## src/rtl/binary_centroid_pkg.sv

```systemverilog
// Shared definitions for the binary_centroid block: FSM state encoding,
// default geometry/width parameters and the quotient saturation helper.
package centroid_pkg;

    typedef enum logic [1:0] {
        ACCUM  = 2'd0,
        DIV_H  = 2'd1,
        DIV_V  = 2'd2,
        UPDATE = 2'd3
    } state_e;

    localparam int H_ACT_DEF      = 320;
    localparam int V_ACT_DEF      = 240;
    localparam int MIN_PIXELS_DEF = 16;
    localparam int CNT_W_DEF      = 17;
    localparam int SUM_W_DEF      = 25;

    // Clamp a quotient to the largest legal coordinate; the caller slices
    // the result down to the port width.
    function automatic logic [31:0] sat_limit(input logic [31:0] value,
                                              input logic [31:0] limit);
        return (value > limit) ? limit : value;
    endfunction

endpackage

```

## src/rtl/binary_centroid_serial_div.sv

```systemverilog
// serial_div: unsigned restoring divider, one quotient bit per cycle.
// A start pulse loads the operands; done pulses for one cycle SUM_W+1
// cycles after the start cycle, and quotient then holds until the next start.
module serial_div #(
    parameter int SUM_W = 25
) (
    input  logic             clk,
    input  logic             rst_n,
    input  logic             start,
    input  logic [SUM_W-1:0] dividend,
    input  logic [SUM_W-1:0] divisor,
    output logic             done,
    output logic [SUM_W-1:0] quotient
);

    localparam int CW = $clog2(SUM_W + 1);

    logic [SUM_W-1:0] rem_q, rem_d;
    logic [SUM_W-1:0] quo_q, quo_d;
    logic [CW-1:0]    cnt_q, cnt_d;
    logic             done_q, done_d;

    logic [SUM_W:0]   shifted;
    logic             ge;
    logic [SUM_W-1:0] diff;

    // One restoring step: shift in the next dividend bit, subtract if it fits.
    always_comb begin
        // NOTE: every signal gets a default before any branch so no path
        // leaves it unassigned, which would otherwise infer a latch.
        rem_d   = rem_q;
        quo_d   = quo_q;
        cnt_d   = cnt_q;
        done_d  = 1'b0;
        shifted = {rem_q, quo_q[SUM_W-1]};
        ge      = (shifted >= {1'b0, divisor});
        // Remainder after a successful subtract is below divisor, so the
        // modulo-2^SUM_W difference is exact.
        diff    = shifted[SUM_W-1:0] - divisor;

        if (start) begin
            rem_d = '0;
            quo_d = dividend;
            cnt_d = CW'(SUM_W);
        end else if (cnt_q != '0) begin
            rem_d  = ge ? diff : shifted[SUM_W-1:0];
            quo_d  = {quo_q[SUM_W-2:0], ge};
            cnt_d  = cnt_q - CW'(1);
            done_d = (cnt_q == CW'(1));
        end
    end

    // Divider state registers.
    always_ff @(posedge clk or negedge rst_n) begin
        if (!rst_n) begin
            rem_q  <= '0;
            quo_q  <= '0;
            cnt_q  <= '0;
            done_q <= 1'b0;
        end else begin
            // NOTE: non-blocking assignments so every register samples the
            // pre-edge values, independent of statement order.
            rem_q  <= rem_d;
            quo_q  <= quo_d;
            cnt_q  <= cnt_d;
            done_q <= done_d;
        end
    end

    assign done     = done_q;
    assign quotient = quo_q;

endmodule

```

## src/rtl/binary_centroid.sv

```systemverilog
// binary_centroid: per-frame blob centroid of a binary mask for the overlay
// renderer. Accumulates hit coordinates, snapshots them at end of frame and
// divides with one time-shared serial divider while the next frame accumulates.
// Optional feature macro CENTROID_SMOOTH_EN: average each new valid centroid
// with the previous one (temporal IIR) instead of loading it directly.
module binary_centroid
    import centroid_pkg::*;
#(
    parameter int H_ACT      = H_ACT_DEF,
    parameter int V_ACT      = V_ACT_DEF,
    parameter int MIN_PIXELS = MIN_PIXELS_DEF,
    parameter int CNT_W      = CNT_W_DEF,
    parameter int SUM_W      = SUM_W_DEF
) (
    input  logic        PClk,
    input  logic        Rst_n,
    input  logic        Binary_in,
    input  logic [11:0] VtcHCnt,
    input  logic [10:0] VtcVCnt,
    output logic [11:0] center_h,
    output logic [10:0] center_v,
    output logic        center_valid,
    output logic        busy
);

    localparam logic [11:0]      H_LIM   = 12'(H_ACT);
    localparam logic [11:0]      H_LAST  = 12'(H_ACT - 1);
    localparam logic [10:0]      V_LIM   = 11'(V_ACT);
    localparam logic [10:0]      V_LAST  = 11'(V_ACT - 1);
    localparam logic [CNT_W-1:0] MIN_CNT = CNT_W'(MIN_PIXELS);

    state_e           state_q, state_d;
    logic             first_q, first_d;
    logic [SUM_W-1:0] sum_h_q, sum_h_d, sum_v_q, sum_v_d;
    logic [CNT_W-1:0] cnt_q, cnt_d;
    logic [SUM_W-1:0] snap_h_q, snap_h_d, snap_v_q, snap_v_d;
    logic [CNT_W-1:0] snap_cnt_q, snap_cnt_d;
    logic [11:0]      quo_h_q, quo_h_d;
    logic [11:0]      center_h_q, center_h_d;
    logic [10:0]      center_v_q, center_v_d;
    logic             valid_q, valid_d;

    logic             active, hit, eof, lost;
    logic [SUM_W-1:0] sum_h_inc, sum_v_inc;
    logic [CNT_W-1:0] cnt_inc;
    logic             div_start, div_done;
    logic [SUM_W-1:0] div_dividend, div_quotient;
    logic [11:0]      sat_h;
    logic [10:0]      sat_v;

    serial_div #(.SUM_W(SUM_W)) u_div (
        .clk      (PClk),
        .rst_n    (Rst_n),
        .start    (div_start),
        .dividend (div_dividend),
        .divisor  (SUM_W'(snap_cnt_q)),
        .done     (div_done),
        .quotient (div_quotient)
    );

    // Accumulate hits, snapshot at end of frame and restart the sums there.
    always_comb begin
        active    = (VtcHCnt < H_LIM) && (VtcVCnt < V_LIM);
        hit       = active && Binary_in;
        eof       = (VtcHCnt == H_LAST) && (VtcVCnt == V_LAST);
        sum_h_inc = hit ? sum_h_q + SUM_W'(VtcHCnt) : sum_h_q;
        sum_v_inc = hit ? sum_v_q + SUM_W'(VtcVCnt) : sum_v_q;
        cnt_inc   = (hit && !(&cnt_q)) ? cnt_q + CNT_W'(1) : cnt_q;

        sum_h_d    = eof ? '0 : sum_h_inc;
        sum_v_d    = eof ? '0 : sum_v_inc;
        cnt_d      = eof ? '0 : cnt_inc;
        // A frame ending while a divide is in flight is dropped.
        first_d    = (state_q == ACCUM) && eof;
        snap_h_d   = first_d ? sum_h_inc : snap_h_q;
        snap_v_d   = first_d ? sum_v_inc : snap_v_q;
        snap_cnt_d = first_d ? cnt_inc   : snap_cnt_q;
    end

    // Sequencer: divide H then V on the shared divider, then update outputs.
    always_comb begin
        state_d      = state_q;
        quo_h_d      = quo_h_q;
        center_h_d   = center_h_q;
        center_v_d   = center_v_q;
        valid_d      = valid_q;
        div_start    = 1'b0;
        div_dividend = snap_h_q;
        lost         = (snap_cnt_q < MIN_CNT);
        sat_h        = 12'(sat_limit(32'(div_quotient), 32'(H_ACT - 1)));
        sat_v        = 11'(sat_limit(32'(div_quotient), 32'(V_ACT - 1)));

        case (state_q)
            ACCUM: begin
                if (eof) state_d = DIV_H;
            end
            DIV_H: begin
                if (first_q) begin
                    if (lost) state_d = UPDATE;
                    else      div_start = 1'b1;
                end else if (div_done) begin
                    // Restart on the done edge so the V divide follows back-to-back.
                    quo_h_d      = sat_h;
                    div_start    = 1'b1;
                    div_dividend = snap_v_q;
                    state_d      = DIV_V;
                end
            end
            DIV_V: begin
                if (div_done) state_d = UPDATE;
            end
            UPDATE: begin
                state_d = ACCUM;
                if (lost) begin
                    valid_d = 1'b0;
                end else begin
                    valid_d = 1'b1;
`ifdef CENTROID_SMOOTH_EN
                    center_h_d = valid_q ?
                        12'(({1'b0, center_h_q} + {1'b0, quo_h_q} + 13'd1) >> 1) : quo_h_q;
                    center_v_d = valid_q ?
                        11'(({1'b0, center_v_q} + {1'b0, sat_v} + 12'd1) >> 1) : sat_v;
`else
                    center_h_d = quo_h_q;
                    center_v_d = sat_v;
`endif
                end
            end
            default: state_d = ACCUM;
        endcase
    end

    // State, accumulator, snapshot and output registers.
    always_ff @(posedge PClk or negedge Rst_n) begin
        if (!Rst_n) begin
            state_q    <= ACCUM;
            first_q    <= 1'b0;
            sum_h_q    <= '0;
            sum_v_q    <= '0;
            cnt_q      <= '0;
            snap_h_q   <= '0;
            snap_v_q   <= '0;
            snap_cnt_q <= '0;
            quo_h_q    <= '0;
            center_h_q <= 12'(H_ACT / 2);
            center_v_q <= 11'(V_ACT / 2);
            valid_q    <= 1'b0;
        end else begin
            state_q    <= state_d;
            first_q    <= first_d;
            sum_h_q    <= sum_h_d;
            sum_v_q    <= sum_v_d;
            cnt_q      <= cnt_d;
            snap_h_q   <= snap_h_d;
            snap_v_q   <= snap_v_d;
            snap_cnt_q <= snap_cnt_d;
            quo_h_q    <= quo_h_d;
            center_h_q <= center_h_d;
            center_v_q <= center_v_d;
            valid_q    <= valid_d;
        end
    end

    assign center_h     = center_h_q;
    assign center_v     = center_v_q;
    assign center_valid = valid_q;
    assign busy         = (state_q != ACCUM);

endmodule
```

## config.mk

```make
export PLATFORM = sky130hd
export DESIGN_NAME = binary_centroid
export DESIGN_NICKNAME = d
export VERILOG_FILES = /design/src/rtl/binary_centroid_pkg.sv /design/src/rtl/binary_centroid_serial_div.sv /design/src/rtl/binary_centroid.sv
export SDC_FILE = /design/constraint.sdc
export NUM_CORES = 1
export LEC_CHECK = 0
export BUFFER_PORTS_ARGS = -buffer_cell sky130_fd_sc_hd__buf_2
export CORE_UTILIZATION = 43
export DETAILED_ROUTE_END_ITERATION = 10
export GPL_TIMING_DRIVEN = 0
export PLACE_DENSITY = 0.59
export SYNTH_ARGS = -nofsm -noshare
export SYNTH_HDL_FRONTEND = slang
export SYNTH_SLANG_ARGS = --single-unit
```

## constraint.sdc

```tcl
create_clock -name PClk -period 4.85 [get_ports PClk]
set_clock_uncertainty 0.1 [all_clocks]
set_input_delay 0.485 -clock PClk [delete_from_list [all_inputs] [get_ports PClk]]
set_output_delay 0.485 -clock PClk [all_outputs]
set_load 0.05 [all_outputs]
```

---- Word level (Yosys, flattened, before mapping) ----
Cells that the tools add are included.
storage, ports and cells
  register bits ........................... 229
  output and inout bits ................... 25
  word-level logic and storage cells ...... 83
cells by class
  $add $sub $neg .......................... 5
  $lt $le $gt $ge ......................... 6
  equal/unequal tests ..................... 10
  mux-type cells .......................... 30
  bitwise logic cells ..................... 2
  reduce and logical (&&, ||, !) cells .... 14
operators with widths
  kind                     count
  $mux W25                 12
  $mux W17                 2
  $ge A26 B17 Y1           1
  $add A25 B11 Y25         1
  $add A25 B12 Y25         1
  $gt A25 B8 Y1 const B    1
  $gt A25 B9 Y1 const B    1
  $sub A25 B17 Y25         1
  $add A17 B1 Y17 const B  1
  $lt A17 B5 Y1 const B    1
  $reduce_and A17 Y1       1
  $eq A12 B9 Y1 const B    1
  $lt A12 B9 Y1 const B    1
  $mux W12                 1
  $eq A11 B8 Y1 const B    1
  $lt A11 B8 Y1 const B    1
  $mux W11                 1
  $mux W2                  5
  $mux W5                  2
  $pmux W2 S4              1
  $mux W1                  6
  $eq A5 B1 Y1 const B     1
  $logic_and A1 B1 Y1      5
  $reduce_bool A5 Y1       1
  other kinds (14)         17

---- Longest topological paths before layout ----
  depth in word-level cells ............... 6
  depth in mapped cells ................... 12
  mapped depth without buffers ............ 11

---- Modules after synthesis ----
A second synthesis with hierarchy kept.
unflattened totals
  cells, all modules ...................... 1410
  area total of the unflattened synthesis .. 12814.8 µm²
modules (own cells, without submodules)
  module           times used  cells each  area each (µm²)  sequential area each (µm²)
  binary_centroid  1           922         8662.1           4336.7
  serial_div       1           488         4152.7           1401.3

---- Worst setup path after synthesis ----
OpenSTA, ideal clock, no wires.
  kind .................................... register to register
  start point ............................. register u_div.quo_q[24] (netlist: u_div.quotient[24])
  end point ............................... register u_div.rem_q[19]
  library setup time ...................... 0.133 ns
  data arrival time ....................... 2.633 ns
  slack ................................... 1.984 ns
  stages on the path, launching flop included .. 13
  buffers on the path ..................... 1
  clock period less this slack ............ 2.866 ns
  cells stage by stage .................... dfrtp_1 -> inv_1 -> ha_1 -> fa_1 -> nor2b_1 -> o31ai_1 -> a21oi_1 -> a211oi_1 -> o21a_1 -> buf_6 -> nor4_2 -> o21a_1 -> o22ai_1
between the ends
  longest elaborated chain between the ends .. 4
  elaborated cells between the ends (all ways) .. 5
  those cells by class .................... add/sub (1); order compare (1); mux (3)
RTL lines
  item                                                line                                                                source
  start, declared                                     binary_centroid_serial_div.sv:19                                    logic [SUM_W-1:0] quo_q, quo_d;
  start signal, assigned                              binary_centroid_serial_div.sv:64                                    quo_q <= quo_d;
  $sub A25 B17 Y25 or $ge A26 B17 Y1 (tied branches)  binary_centroid_serial_div.sv:39, binary_centroid_serial_div.sv:36
  $mux W25 *                                          binary_centroid_serial_div.sv:46                                    rem_d = ge ? diff : shifted[SUM_W-1:0];
  $mux W25 *                                          binary_centroid_serial_div.sv:45                                    end else if (cnt_q != '0) begin
  $mux W25 *                                          binary_centroid_serial_div.sv:41                                    if (start) begin
  end signal, assigned                                binary_centroid_serial_div.sv:63                                    rem_q <= rem_d;
  end, declared                                       binary_centroid_serial_div.sv:18                                    logic [SUM_W-1:0] rem_q, rem_d;
Every way passes the cells marked *; elsewhere a longest branch is shown, timed or not. The select of a mux whose other input is x is not followed.
A chain may end at the register's enable or synchronous reset.

---- Final worst setup path ----
  start point ............................. register u_div.quo_q[24] (netlist: u_div.quotient[24])
  end point ............................... register u_div.rem_q[16]
The elaborated chain is that of the path after synthesis.

==> results.py <==
metrics = {
    "hold_path": {
        "hp-start": "VtcVCnt[0]",
        "holdPathStages": 4,
        "hold_class": "primary input to register",
    },
    "global_route": {
        "grt-ovfl-total": 0,
        "grt_pass1_wl_um": 51000,
        "grt_max_degree": 119,
        "antenna_found_initial": 0,
        "gr-max-usage-layer": "met2",
        "grtUsageMet3": 0.0268,
        "grt_pass1_vias": 9647,
        "grt_use_met2": 0.365,
        "grt_util_all_layers": 0.225,
        "globalRouteMet1Util": 0.321,
    },
    "worst_setup_path": {
        "max_stage_delay_ns": 0.62,
        "r2r_start": "u_div.quotient[24]",
        "path_common_cell": "a21oi_1",
        "cp.arrival_ns": 3.82,
        "path_cells": "inv_1 -> ha_1 -> fa_1 -> nor2b_1 -> o31ai_1 -> a21oi_1 -> a211oi_1 -> o21ai_1 -> buf_2 -> nor2_1 -> a21oi_1 -> o21ai_0",
        "endpoint_kind": "register",
        "crit_type": "register to register",
        "worstPathMaxFanout": 10,
        "reg2reg_depth": 12,
        "critPathLaunch": "u_div.quotient[24]",
        "crit_required_ns": 5.21,
        "crit_slowest_cell": "a211oi_1",
        "startpoint_type": "register",
    },
    "cts": {
        "cts_root_buf": "clkbuf_16",
        "insertion_delay_ns": 0.54,
        "cts_tree": "built",
        "numCtsBuffers": 26,
        "htreeDepth": 1,
        "ctsLongestPathBuffers": 3,
        "cts_resized": 0,
        "path_clk_slew_ns": 0.06,
        "clock_sink_count": 229,
    },
    "timing": {
        "rsz0062_at_grt": "false",
        "fmaxAchievable_mhz": 289,
        "period_share": 0.715,
        "worst_pin_slew_ns": 0.913,
        "finalHoldViolCount": 0,
        "setup-violations-final": 0,
        "fin_crit_ns": 3.47,
        "fin_tns_setup_ns": 0,
        "slew_violations": 0,
        "max_slew_margin": 0.376,
    },
    "synth": {
        "yosysUniqueCellTypes": 62,
        "syn-num-nets": 1362,
        "synth_seq_cells": 229,
        "synth_edf_count": 0,
        "ys.flop_type": "dfrtp_1",
        "yosysMostFrequentCell": "dfrtp_1",
        "syn-cell-area_um2": 11800,
        "ys_seq_area_frac": 0.484,
        "postSynthAreaPerCell_um2": 9.22,
        "ys_warn_count": 0,
        "synthTopCellsByCount": "223 x dfrtp_1, 188 x nand2_1, 139 x o21ai_0",
        "netlist_instances": 1284,
        "ys_top_cells_by_area": "dfrtp_1 47%, nand2_1 6.0%, o21ai_0 5.9%",
        "async_flop_share": 1.00,
        "yosysTopAreaCellShare": 0.471,
        "synth_top_cell_by_area": "dfrtp_1",
    },
    "final_layout": {
        "area_growth_pct": 13.2,
        "num_antenna_cells": 0,
        "fin_area_um2": 13400,
        "fillers": 2548,
        "final-seq-area_um2": 5740,
        "fin_nets": 1442,
        "drive_above_1_share": 0.0976,
        "multi_input_area_um2": 5720,
    },
    "flow_run": {
        "cap_violations": 0,
    },
    "die": {
        "ioPinCount": 51,
        "die_w_um": 168,
        "dieArea_um2": 28200,
        "die_h_um": 168,
        "rows": 60,
        "core_area_um2": 27000,
        "start_util": 0.439,
    },
    "detailed_routing": {
        "drt.antenna.violating_nets": 0,
        "wl_per_cell_um": 17.7,
        "drc": 0,
        "vias_per_cell": 5.55,
        "route.vias.total": 9573,
        "drt_iter0_markers": 744,
        "wl_um": 30400,
        "drtPass1Iterations": 5,
    },
    "placement": {
        "placed_cell_area_um2": 12600,
        "dp_hpwl_um": 22600,
        "gp_congestion": 0.881,
        "portBuffers": 50,
    },
    "power": {
        "power.density_nw_per_um2": 307,
        "peakVddDrop_mv": 0.251,
        "p_leak_uw": 0.00642,
    },
    "run_status": {
        "status": "finished, final reports clean",
    },
}
[state kept, by name (all words and copies together) (netlist names)]
| register | cells |
|---|---|
| center_h | 12 |
| center_v | 11 |
| center_valid | 1 |
| cnt_q | 17 |
| first_q | 1 |
| quo_h_q | 12 |
| snap_cnt_q | 17 |
| snap_h_q | 25 |
| snap_v_q | 25 |
| state_q | 2 |
| sum_h_q | 25 |
| sum_v_q | 25 |
| u_div.cnt_q | 5 |
| u_div.done | 1 |
| u_div.quotient | 25 |
| u_div.rem_q | 25 |
[worst paths after layout]
kind	endpoint	slack, ns
min in group asynchronous	center_h[10]	0.49
max reg2reg	u_div.rem_q[16]	1.38
max	u_div.rem_q[16]	1.38
min reg2reg	u_div.quotient[8]	0.36
max in group asynchronous	sum_v_q[20]	3.04
min	sum_v_q[0]	0.28
[area by class of cell]
cell class	count	share of cell area
plain buffers	57	0.0175
clock buffers	35	0.0571
clock inverters	12	0.00532
inverters	41	0.0115
multi-input cells	957	0.427
flip-flops and latches	229	0.428
well taps	341	0.0318
repair buffers	52	0.0222
[kinds of logic (layout without fill, tap and decap cells)]
family,after synthesis,count (layout),share of synthesized area
xor+xnor,71,71,0.0525
compound gates,319,319,0.161
fa+ha+maj,52,52,0.0568
simple gates,486,486,0.186
mux,29,29,0.0261
flops,229,229,0.484
buf+inv,98,197,0.0327
[metal layers]
metal	up-vias	wire [um]	share of wire
li1	4663	-	-
met3	47	1210	0.040
met5	-	0	0
met2	186	13900	0.46
met4	0	577	0.019
met1	4677	14700	0.48
[critical path: cells and delay by family (launching register included)]
family / cells / cell delay (ns)
DFF: 1 / 0.41
buffers and inverters: 2 / 0.39
and+or+nand+nor: 2 / 0.25
adders and majority gates: 2 / 0.42
AOI/OAI and AO/OA: 6 / 1.81
[per-stage QoR]
stage           util  total power [uW]  worst slack, ns  hold slack (ns)  cells
6_report       0.497              4110             1.38            0.282   1724
5_1_grt        0.497              4270             1.14            0.324   1724
4_1_cts        0.497              4160             1.45            0.265   1724
3_5_place_dp   0.466              2250             1.15            0.367   1676
3_3_place_gp   0.465              2240           -0.858            0.360   1675
2_1_floorplan      -              2150             1.98           0.0894   1284
[where the power goes]
group	switching, uW	internal [uW]
logic	167	102
registers	15.9	1930
clock network	787	1100
total	970	3140
[timing repair]
action / in CTS / in global routing
hold endpoints to repair: 85 / 0
setup buffers: 0 / 0
endpoints found under the setup margin: 0 / 0
hold buffers: 1 / 0
[layout by cell type, fill, tap and decap left out, drive strengths merged, types with 8 or more instances in the layout]
master	synthesis	layout
o22a	14	14
o21a	13	13
inv	41	41
a31oi	8	8
nand4	14	14
o21ai	143	143
or3	10	10
nand3	58	58
xnor2	21	21
xor2	50	50
a21o	19	19
and3	11	11
clkbuf	46	81
o211ai	12	12
dfrtp	223	223
nor2b	17	17
ha	49	49
nand2	188	188
mux2i	14	14
mux2	15	15
a21oi	67	67
clkinv	0	9
nor2	125	125
nor3	24	24
nor4	11	11
buf	11	62
Note: power is estimated with default switching activity, not from simulation.
